`config.mk`:
```
export PLATFORM = sky130hd
export DESIGN_NAME = freq_cmd_rx
export DESIGN_NICKNAME = d
export VERILOG_FILES = /design/src/rtl/freq_cmd_pkg.sv /design/src/rtl/uart_byte_rx.sv /design/src/rtl/freq_cmd_rx.sv
export SDC_FILE = /design/constraint.sdc
export NUM_CORES = 1
export LEC_CHECK = 0
export ABC_AREA = 1
export CORE_UTILIZATION = 50
export DETAILED_ROUTE_END_ITERATION = 12
export GPL_TIMING_DRIVEN = 0
export MAX_ROUTING_LAYER = met4
export PLACE_DENSITY = 0.76
export SLEW_MARGIN = 20
export SYNTH_ARGS = -nofsm -noshare
export SYNTH_HDL_FRONTEND = slang
export SYNTH_SLANG_ARGS = --single-unit
```
`constraint.sdc`:
```
create_clock -name clk -period 2.14 [get_ports clk]
set_input_delay 0.214 -clock clk [delete_from_list [all_inputs] [get_ports clk]]
set_output_delay 0.214 -clock clk [all_outputs]
set_load 0.05 [all_outputs]
```
`src/rtl/freq_cmd_pkg.sv`:
```
// ============================================================================
// Module      : freq_cmd_pkg
// Description : Command-frame constants and parser state encoding shared by
//               the divider-update receiver and the host-side tools.
// Revision    : 1.0 - initial release
// ============================================================================
`default_nettype none

package freq_cmd_pkg;

  localparam logic [7:0] SYNC_BYTE   = 8'hA5;
  localparam logic [7:0] CMD_SET_DIV = 8'h01;

  typedef enum logic [1:0] {
    P_SYNC = 2'd0,
    P_CMD  = 2'd1,
    P_DATA = 2'd2,
    P_CSUM = 2'd3
  } parser_state_t;

endpackage

`default_nettype wire

```
`src/rtl/uart_byte_rx.sv`:
```
// ============================================================================
// Module      : uart_byte_rx
// Description : Two-flop input synchroniser plus 8N1 byte receiver with
//               mid-bit sampling; flags stop-bit framing errors.
// Revision    : 1.0 - initial release
// ============================================================================
`default_nettype none

module uart_byte_rx #(
  parameter int CLKS_PER_BIT = 434
) (
  input  logic       clk,
  input  logic       rst,
  input  logic       uart_rx,
  output logic       byte_valid,
  output logic [7:0] byte_data,
  output logic       rx_ferr
);

  localparam int            CW      = $clog2(CLKS_PER_BIT);
  localparam logic [CW-1:0] FULL_M1 = CW'(CLKS_PER_BIT - 1);
  localparam logic [CW-1:0] HALF_M1 = CW'(CLKS_PER_BIT / 2 - 1);
  localparam logic [CW-1:0] CNT_ONE = CW'(1);

  localparam logic [1:0] RX_IDLE  = 2'd0;
  localparam logic [1:0] RX_START = 2'd1;
  localparam logic [1:0] RX_DATA  = 2'd2;
  localparam logic [1:0] RX_STOP  = 2'd3;

  logic [1:0]    sync_q;
  logic          rx_s;
  logic [1:0]    state_q, state_d;
  logic [CW-1:0] cnt_q;
  logic [2:0]    bit_q;
  logic [7:0]    shift_q;
  logic          byte_valid_q, rx_ferr_q;
  logic          cnt_done;
  logic          stop_ok_d, stop_bad_d;

  assign rx_s     = sync_q[1];
  assign cnt_done = (state_q == RX_START) ? (cnt_q == HALF_M1) : (cnt_q == FULL_M1);

  always_ff @(posedge clk) begin
    if (rst) state_q <= RX_IDLE;
    else     state_q <= state_d;
  end

  always_comb begin
    state_d = state_q;
    case (state_q)
      RX_IDLE:  if (!rx_s) state_d = RX_START;
      RX_START: if (cnt_done) state_d = rx_s ? RX_IDLE : RX_DATA;
      RX_DATA:  if (cnt_done && bit_q == 3'd7) state_d = RX_STOP;
      RX_STOP:  if (cnt_done) state_d = RX_IDLE;
      default:  state_d = RX_IDLE;
    endcase
  end

  always_comb begin
    stop_ok_d  = (state_q == RX_STOP) && cnt_done && rx_s;
    stop_bad_d = (state_q == RX_STOP) && cnt_done && !rx_s;
  end

  always_ff @(posedge clk) begin
    if (rst) begin
      sync_q       <= 2'b11;
      cnt_q        <= '0;
      bit_q        <= '0;
      shift_q      <= '0;
      byte_valid_q <= 1'b0;
      rx_ferr_q    <= 1'b0;
    end else begin
      sync_q       <= {sync_q[0], uart_rx};
      byte_valid_q <= stop_ok_d;
      rx_ferr_q    <= stop_bad_d;
      // The bit timer restarts at each sample point, giving one-bit spacing.
      if (state_q == RX_IDLE || cnt_done) cnt_q <= '0;
      else                                cnt_q <= cnt_q + CNT_ONE;
      if (state_q == RX_DATA && cnt_done) begin
        shift_q <= {rx_s, shift_q[7:1]};
        bit_q   <= bit_q + 3'd1;
      end else if (state_q != RX_DATA) begin
        bit_q <= '0;
      end
    end
  end

  assign byte_valid = byte_valid_q;
  assign byte_data  = shift_q;
  assign rx_ferr    = rx_ferr_q;

endmodule

`default_nettype wire

```
`src/rtl/freq_cmd_rx.sv`:
```
// ============================================================================
// Module      : freq_cmd_rx
// Description : UART-framed divider-update receiver; validates A5/01 frames
//               with XOR checksum and drives the sine generator's clk_div.
// Revision    : 1.0 - initial release
// ============================================================================
`default_nettype none

module freq_cmd_rx
  import freq_cmd_pkg::*;
#(
  parameter int          CLKS_PER_BIT = 434,
  parameter logic [31:0] DIV_RESET    = 32'd1000,
  parameter int          TIMEOUT_CLKS = 20 * CLKS_PER_BIT
) (
  input  logic        clk,
  input  logic        rst,
  input  logic        uart_rx,
  output logic [31:0] clk_div,
  output logic        cmd_ack,
  output logic        frame_err
);

  localparam int            TW      = $clog2(TIMEOUT_CLKS + 1);
  localparam logic [TW-1:0] TO_M1   = TW'(TIMEOUT_CLKS - 1);
  localparam logic [TW-1:0] TMR_ONE = TW'(1);

  logic          byte_valid, rx_ferr;
  logic [7:0]    byte_data;
  parser_state_t state_q, state_d;
  logic [31:0]   shadow_q, clk_div_q;
  logic [7:0]    xor_q;
  logic [1:0]    cnt_q;
  logic [TW-1:0] tmr_q;
  logic          cmd_ack_q, frame_err_q;
  logic          cmd_ack_d, frame_err_d;
  logic          abort, csum_ok;

  uart_byte_rx #(
    .CLKS_PER_BIT (CLKS_PER_BIT)
  ) u_rx (
    .clk        (clk),
    .rst        (rst),
    .uart_rx    (uart_rx),
    .byte_valid (byte_valid),
    .byte_data  (byte_data),
    .rx_ferr    (rx_ferr)
  );

  // A received byte always wins over a simultaneous timeout.
  assign abort   = (state_q != P_SYNC) && !byte_valid && (rx_ferr || tmr_q == TO_M1);
  assign csum_ok = (byte_data == xor_q) && (shadow_q != '0);

  always_ff @(posedge clk) begin
    if (rst) state_q <= P_SYNC;
    else     state_q <= state_d;
  end

  always_comb begin
    state_d = state_q;
    if (byte_valid) begin
      case (state_q)
        P_SYNC:  if (byte_data == SYNC_BYTE) state_d = P_CMD;
        P_CMD:   state_d = (byte_data == CMD_SET_DIV) ? P_DATA : P_SYNC;
        P_DATA:  if (cnt_q == 2'd3) state_d = P_CSUM;
        default: state_d = P_SYNC;
      endcase
    end else if (abort) begin
      state_d = P_SYNC;
    end
  end

  always_comb begin
    cmd_ack_d   = 1'b0;
    frame_err_d = 1'b0;
    if (byte_valid) begin
      case (state_q)
        P_CMD:   frame_err_d = (byte_data != CMD_SET_DIV);
        P_CSUM: begin
          cmd_ack_d   = csum_ok;
          frame_err_d = !csum_ok;
        end
        default: ;
      endcase
    end else if (abort) begin
      frame_err_d = 1'b1;
    end
  end

  always_ff @(posedge clk) begin
    if (rst) begin
      clk_div_q   <= DIV_RESET;
      shadow_q    <= '0;
      xor_q       <= '0;
      cnt_q       <= '0;
      tmr_q       <= '0;
      cmd_ack_q   <= 1'b0;
      frame_err_q <= 1'b0;
    end else begin
      cmd_ack_q   <= cmd_ack_d;
      frame_err_q <= frame_err_d;
      if (cmd_ack_d) clk_div_q <= shadow_q;
      if (byte_valid || state_d == P_SYNC) tmr_q <= '0;
      else                                 tmr_q <= tmr_q + TMR_ONE;
      if (byte_valid && state_q == P_CMD) begin
        shadow_q <= '0;
        xor_q    <= byte_data;
        cnt_q    <= '0;
      end else if (byte_valid && state_q == P_DATA) begin
        shadow_q <= {shadow_q[23:0], byte_data};
        xor_q    <= xor_q ^ byte_data;
        cnt_q    <= cnt_q + 2'd1;
      end
    end
  end

  assign clk_div   = clk_div_q;
  assign cmd_ack   = cmd_ack_q;
  assign frame_err = frame_err_q;

endmodule

`default_nettype wire

```
-- Yosys cells after proc, flatten, opt, wreduce, memory -nomap -nowiden
Index checks and enable logic that the tools add are counted.
- bits of input ports: 3
- logic and storage cells: 89
- bits in registers: 118
- output and inout port bits: 34
- bitwise operators: 1
- reduce and logical (&&, ||, !) cells: 27
- mux-type cells: 22
- equality and inequality tests: 20
- $add $sub $neg: 4
- operator list (cell ; count):
    nonzero test 32 bit ; 1
    2-to-1 mux 2 bit ; 10
    2-to-1 mux 8 bit ; 2
    adder 14 x 1 -> 14 bit, second input constant ; 1
    == test 14 bit, second input constant ; 1
    == test 2 bit, second input constant ; 5
    logical AND 1 bit ; 10
    adder 9 x 1 -> 9 bit, second input constant ; 1
    == test 9 x 8 -> 1 bit, second input constant ; 1
    == test 9 bit, second input constant ; 1
    == test 8 x 1 -> 1 bit, second input constant ; 1
    == test 8 bit ; 1
    == test 8 bit, second input constant ; 1
    inequality test 8 x 1 -> 1 bit, second input constant ; 1
    case mux 2 bit (4 select lines) ; 1
    XOR 8 bit ; 1
    logical NOT 2 bit ; 3
    2-to-1 mux 3 bit ; 2
    inequality test 2 x 1 -> 1 bit, second input constant ; 3
    case mux 2 bit (3 select lines) ; 1
    nonzero test 2 bit ; 3
    OR reduction 2 bit ; 3
    2-to-1 mux 1 bit ; 5
    == test 2 x 1 -> 1 bit, second input constant ; 2
    other kinds (8) ; 13

-- Longest topological paths before layout
- word-level depth: 8
- gate-level depth with buffers: 11

-- Modules after synthesis
Synthesis repeated with hierarchy kept, for this count alone.
- cells, all modules: 746
- area, all modules: 5245.0 um^2
- modules (own cells, without submodules) (module ; area each (um^2) ; cells each ; times used):
    freq_cmd_rx ; 4096.4 ; 591 ; 1
    uart_byte_rx ; 1148.6 ; 155 ; 1

-- Worst setup path after synthesis
OpenSTA, ideal clock, no wires.
- kind: register -> register
- start point: reg tmr_q[0]
- end point: reg tmr_q[10]
- path buffers: 1
- setup slack: 0.546 ns
- data required time: 2.008 ns
- arrival: 1.462 ns
- cell stages (with the launch flop): 10
- path through: dfxtp_1 ha_1 nand2_1 nor3_1 nand2_1 nand3_1 nand2_1 nor2_1 buf_2 nor3_1
- word-level cells in the longest chain between the ends: 8
- elaborated cells between the ends (all ways): 9
- those cells by class: add/sub (1); eq/ne (1); mux (2); reduce/logical (5)
- RTL lines (item ; RTL line ; source):
    start: declaration ; freq_cmd_rx.sv:34 ; logic [TW-1:0] tmr_q;
    start signal: assignment ; freq_cmd_rx.sv:104 ; else tmr_q <= tmr_q + TMR_ONE;
    == test 14 bit ; freq_cmd_rx.sv:51 ; assign abort = (state_q != P_SYNC) && !byte_valid && (rx_ferr || tmr_q == TO_M1);
    logical OR 1 bit ; freq_cmd_rx.sv:51 ;
    logical AND 1 bit ; freq_cmd_rx.sv:51 ;
    2-to-1 mux 2 bit ; freq_cmd_rx.sv:68 ; end else if (abort) begin
    2-to-1 mux 2 bit ; freq_cmd_rx.sv:61 ; if (byte_valid) begin
    logical NOT 2 bit ; freq_cmd_rx.sv:103 ; if (byte_valid || state_d == P_SYNC) tmr_q <= '0;
    logical OR 1 bit ; freq_cmd_rx.sv:103 ;
    OR reduction 2 bit (no source line) ; -- ;
Parallel ways exist; a longest one is shown, timed or not.
A chain may end at the register's enable or synchronous reset.

-- Worst setup path after layout
- start point: reg tmr_q[0]
- end point: reg tmr_q[13]
Same word-level chain as after synthesis.

==> results.cfg <==
[routing]
postRouteAntennaNets = 0
routed-via-count = 4628
routedWlPerCell_um = 12.4
detailedRoute.firstPassIterationCount = 7
viasPerCell = 5.03
routed_wirelength_mm = 11.4
met3RoutedLength_um = 511
met1_length_mm = 5.26
wl_met2_mm = 5.38
route.top_layer_used = met4
drt_drc_violations_left = 0
drt-initial-drc-count = 221

[logic_synthesis]
synth_fp_nets = 732
post_synthesis_average_cell_area_um2 = 7.11
synth.cell_area_um2 = 5150
postSynth.topFlopCell = sky130_fd_sc_hd__dfxtp_1
synth_cells = 724
synth_edf_count = 0
yosys.area.top_type_share = 0.459
synth_area_leader_cell = sky130_fd_sc_hd__dfxtp_1
async_reset_ff_frac = 0
synth_cell_type_count = 31
synth.yosys.warnings = 0
ffs_latches_synth = 118
post_synth_main_area_contributors = sky130_fd_sc_hd__dfxtp_1 46%, sky130_fd_sc_hd__nand2_1 12%, sky130_fd_sc_hd__nor2_1 11%, sky130_fd_sc_hd__inv_1 6.5%, sky130_fd_sc_hd__a211oi_1 4.5%
seq_area_frac_synth = 0.459

[setup_path]
cpLargestDelayFamily = simple AND/OR/NAND/NOR gates
crit_path_max_fanout = 10
critical_path.most_common_cell = sky130_fd_sc_hd__nand2_1
critPathCaptureType = flip-flop
worstSetupPathType = flip-flop to flip-flop
cp.arrival_ns = 2.33
critPathBufInv = 1
worst-endpoint-required_ns = 2.52
timing.critical_path.slowest_cell_delay_ns = 0.36
cp_cell_sequence = ha_1 > nand2_1 > nor3_1 > nand2_1 > nand3_1 > nand2_1 > nor2_1 > buf_2 > nor3_1
timing.critical_path.slowest_stage_cell = sky130_fd_sc_hd__dfxtp_1
critical_path.startpoint_type = flip-flop

[cells_and_area]
filler_cell_count = 869
post_route_cells_drive_above_1_share = 0.0724
multi_input_gate_area_in_the_final_layout_um2 = 2290
layout.area.seq_um2 = 2360
antenna-diode-count = 0
final_cell_mix = 164 x sky130_fd_sc_hd__nand2_1, 150 x sky130_fd_sc_hd__nor2_1, 118 x sky130_fd_sc_hd__dfxtp_1, 89 x sky130_fd_sc_hd__inv_1, 35 x sky130_fd_sc_hd__clkdlybuf4s50_1
final_common_cell = sky130_fd_sc_hd__nand2_1
final_stage_net_count = 786
layout-area-overhead-vs-synth_pct = 20.3

[worst_hold_path]
min-delay-path-class = input pin to flip-flop

[die]
initial_core_util = 0.522
fp.dieH_um = 104
num_io_pins = 37
die-area_um2 = 10700
floorplan.die.width_um = 104
placement_rows = 36
core_um2 = 9860

[timing]
worst_slack_ns = 0.196
clock_tree_skew_after_final_layout_ns = 0.00812
worst_pin_slew_ns = 0.541
rsz0062_at_grt = false
drv_slew = 0
max_freq_mhz = 514
hold_viol = 0
setup-violations-final = 0
timing.final.crit_share = 0.909
layout_min_cycle_time_ns = 1.94
timing.max_slew.rel_slack = 0.639
timing.setup.tns_ns = 0

[clock_tree]
cts_sinks = 118
worst_skew_pair_later_pin_latency_ns = 0.52
cts-root-to-sink-buffers = 2
cts_root_buffer = sky130_fd_sc_hd__clkbuf_8
cts_tree = built
cts-htree-levels = 4
cts_hold_buf = 0
postcts_resize_cnt = 0
buffer_count_from_post_cts_setup_fixing = 0
cts_buffers = 17
clk_pin_slew_ns = 0.05

[placement]
post-place-ws_ns = 0.247
dpl.hpwl_mm = 8.09
port_buffers = 35
routabilityCongestion = 0.901

[global_route]
grt_usage = 0.234
grt_antenna_before_repair = 0
grt_max_degree = 17
overflow = 0
grt_pass1_wl_mm = 19.7
grt_pass1_vias = 4434

[power]
power.density_cell_area_nw_per_um2 = 775
post-layout-total-power_mw = 4.80
worst_supply_voltage_drop_on_vdd_uv = 388
leakage_power_figure_nw = 2.69

[run_status]
run_status = finished clean

[job]
timing.max_cap.violations = 0
worst reg2reg max path, delay by kind of cell (launching register included):
| family | cells | cell delay [ns] |
|---|---|---|
| buf+inv | 1 | 0.29 |
| fa+ha+maj | 1 | 0.19 |
| simple gates | 7 | 0.97 |
| flops | 1 | 0.36 |
flip-flops by register name, indices dropped and copies added (netlist names), named ones only:
signal	cells
state_q	2
u_rx.state_q	1
shadow_q	32
u_rx.bit_q	3
cmd_ack	1
tmr_q	14
clk_div	32
u_rx.byte_data	8
u_rx.byte_valid	1
u_rx.cnt_q	9
cnt_q	2
u_rx.rx_ferr	1
u_rx.sync_q	2
frame_err	1
xor_q	8
cell type report:
class	instances	area share
Clock buffer	23	0.0770
Inverter	98	0.0594
Timing Repair Buffer	35	0.0566
Sequential cell	118	0.381
Multi-Input combinational cell	481	0.370
Tap cell	133	0.0269
Buffer	27	0.0208
Clock inverter	5	0.00808
path summary, 6_finish.rpt:
kind,from,to,slack (ns),cells past startpoint
setup / recovery,tmr_q[0],tmr_q[13],0.20,9
hold / removal,rst,xor_q[1],0.16,2
setup reg to reg,tmr_q[0],tmr_q[13],0.20,9
hold reg to reg,u_rx.sync_q[0],u_rx.sync_q[1],0.40,1
Yosys cell counts, types with 4 or more instances:
cell type	count
sky130_fd_sc_hd__nand3_1	27
sky130_fd_sc_hd__a211oi_1	31
sky130_fd_sc_hd__nand2_1	164
sky130_fd_sc_hd__inv_2	9
sky130_fd_sc_hd__ha_1	5
sky130_fd_sc_hd__a21oi_1	9
sky130_fd_sc_hd__inv_1	89
sky130_fd_sc_hd__a22oi_1	8
sky130_fd_sc_hd__nor3_1	34
sky130_fd_sc_hd__xor2_1	10
sky130_fd_sc_hd__xnor2_1	4
sky130_fd_sc_hd__clkbuf_1	13
sky130_fd_sc_hd__nor2_1	150
sky130_fd_sc_hd__dfxtp_1	118
sky130_fd_sc_hd__buf_2	10
sky130_fd_sc_hd__nor4_1	8
sky130_fd_sc_hd__nand4_1	17
power breakdown:
group	leakage [nW]	internal (mW)	switching (mW)	total (mW)
registers	0.951	2.20	0.00351	2.21
clock network	0.265	1.62	0.911	2.54
logic	1.47	0.0110	0.0452	0.0562
stage by stage:
stage | instances | cell area (um^2) | hold WS, ns | utilization
6_report | 920 | 6190 | 0.157 | 0.628
2_1_floorplan | 724 | 5150 | 0.318 | -
5_1_grt | 920 | 6190 | 0.179 | 0.628
3_5_place_dp | 892 | 5670 | 0.393 | 0.575
3_3_place_gp | 892 | 5670 | 0.393 | 0.575
4_1_cts | 920 | 6190 | 0.137 | 0.628
logic make-up (layout without fill, tap and decap cells):
kind of cell,after synthesis,after routing,synth area share
AOI/OAI and AO/OA,53,53,0.0748
and+or+nand+nor,409,409,0.334
buffers and inverters,125,188,0.0964
DFF,118,118,0.459
xor gates and xnor gates,14,14,0.0238
adders and majority gates,5,5,0.0121
metal layers:
metal	vias up	global-route usage
met2	104	0.375
met5	-	-
li1	2405	-
met1	2095	0.281
met3	24	0.0579
met4	0	0.0952
Power figures use the tool's default switching activity.
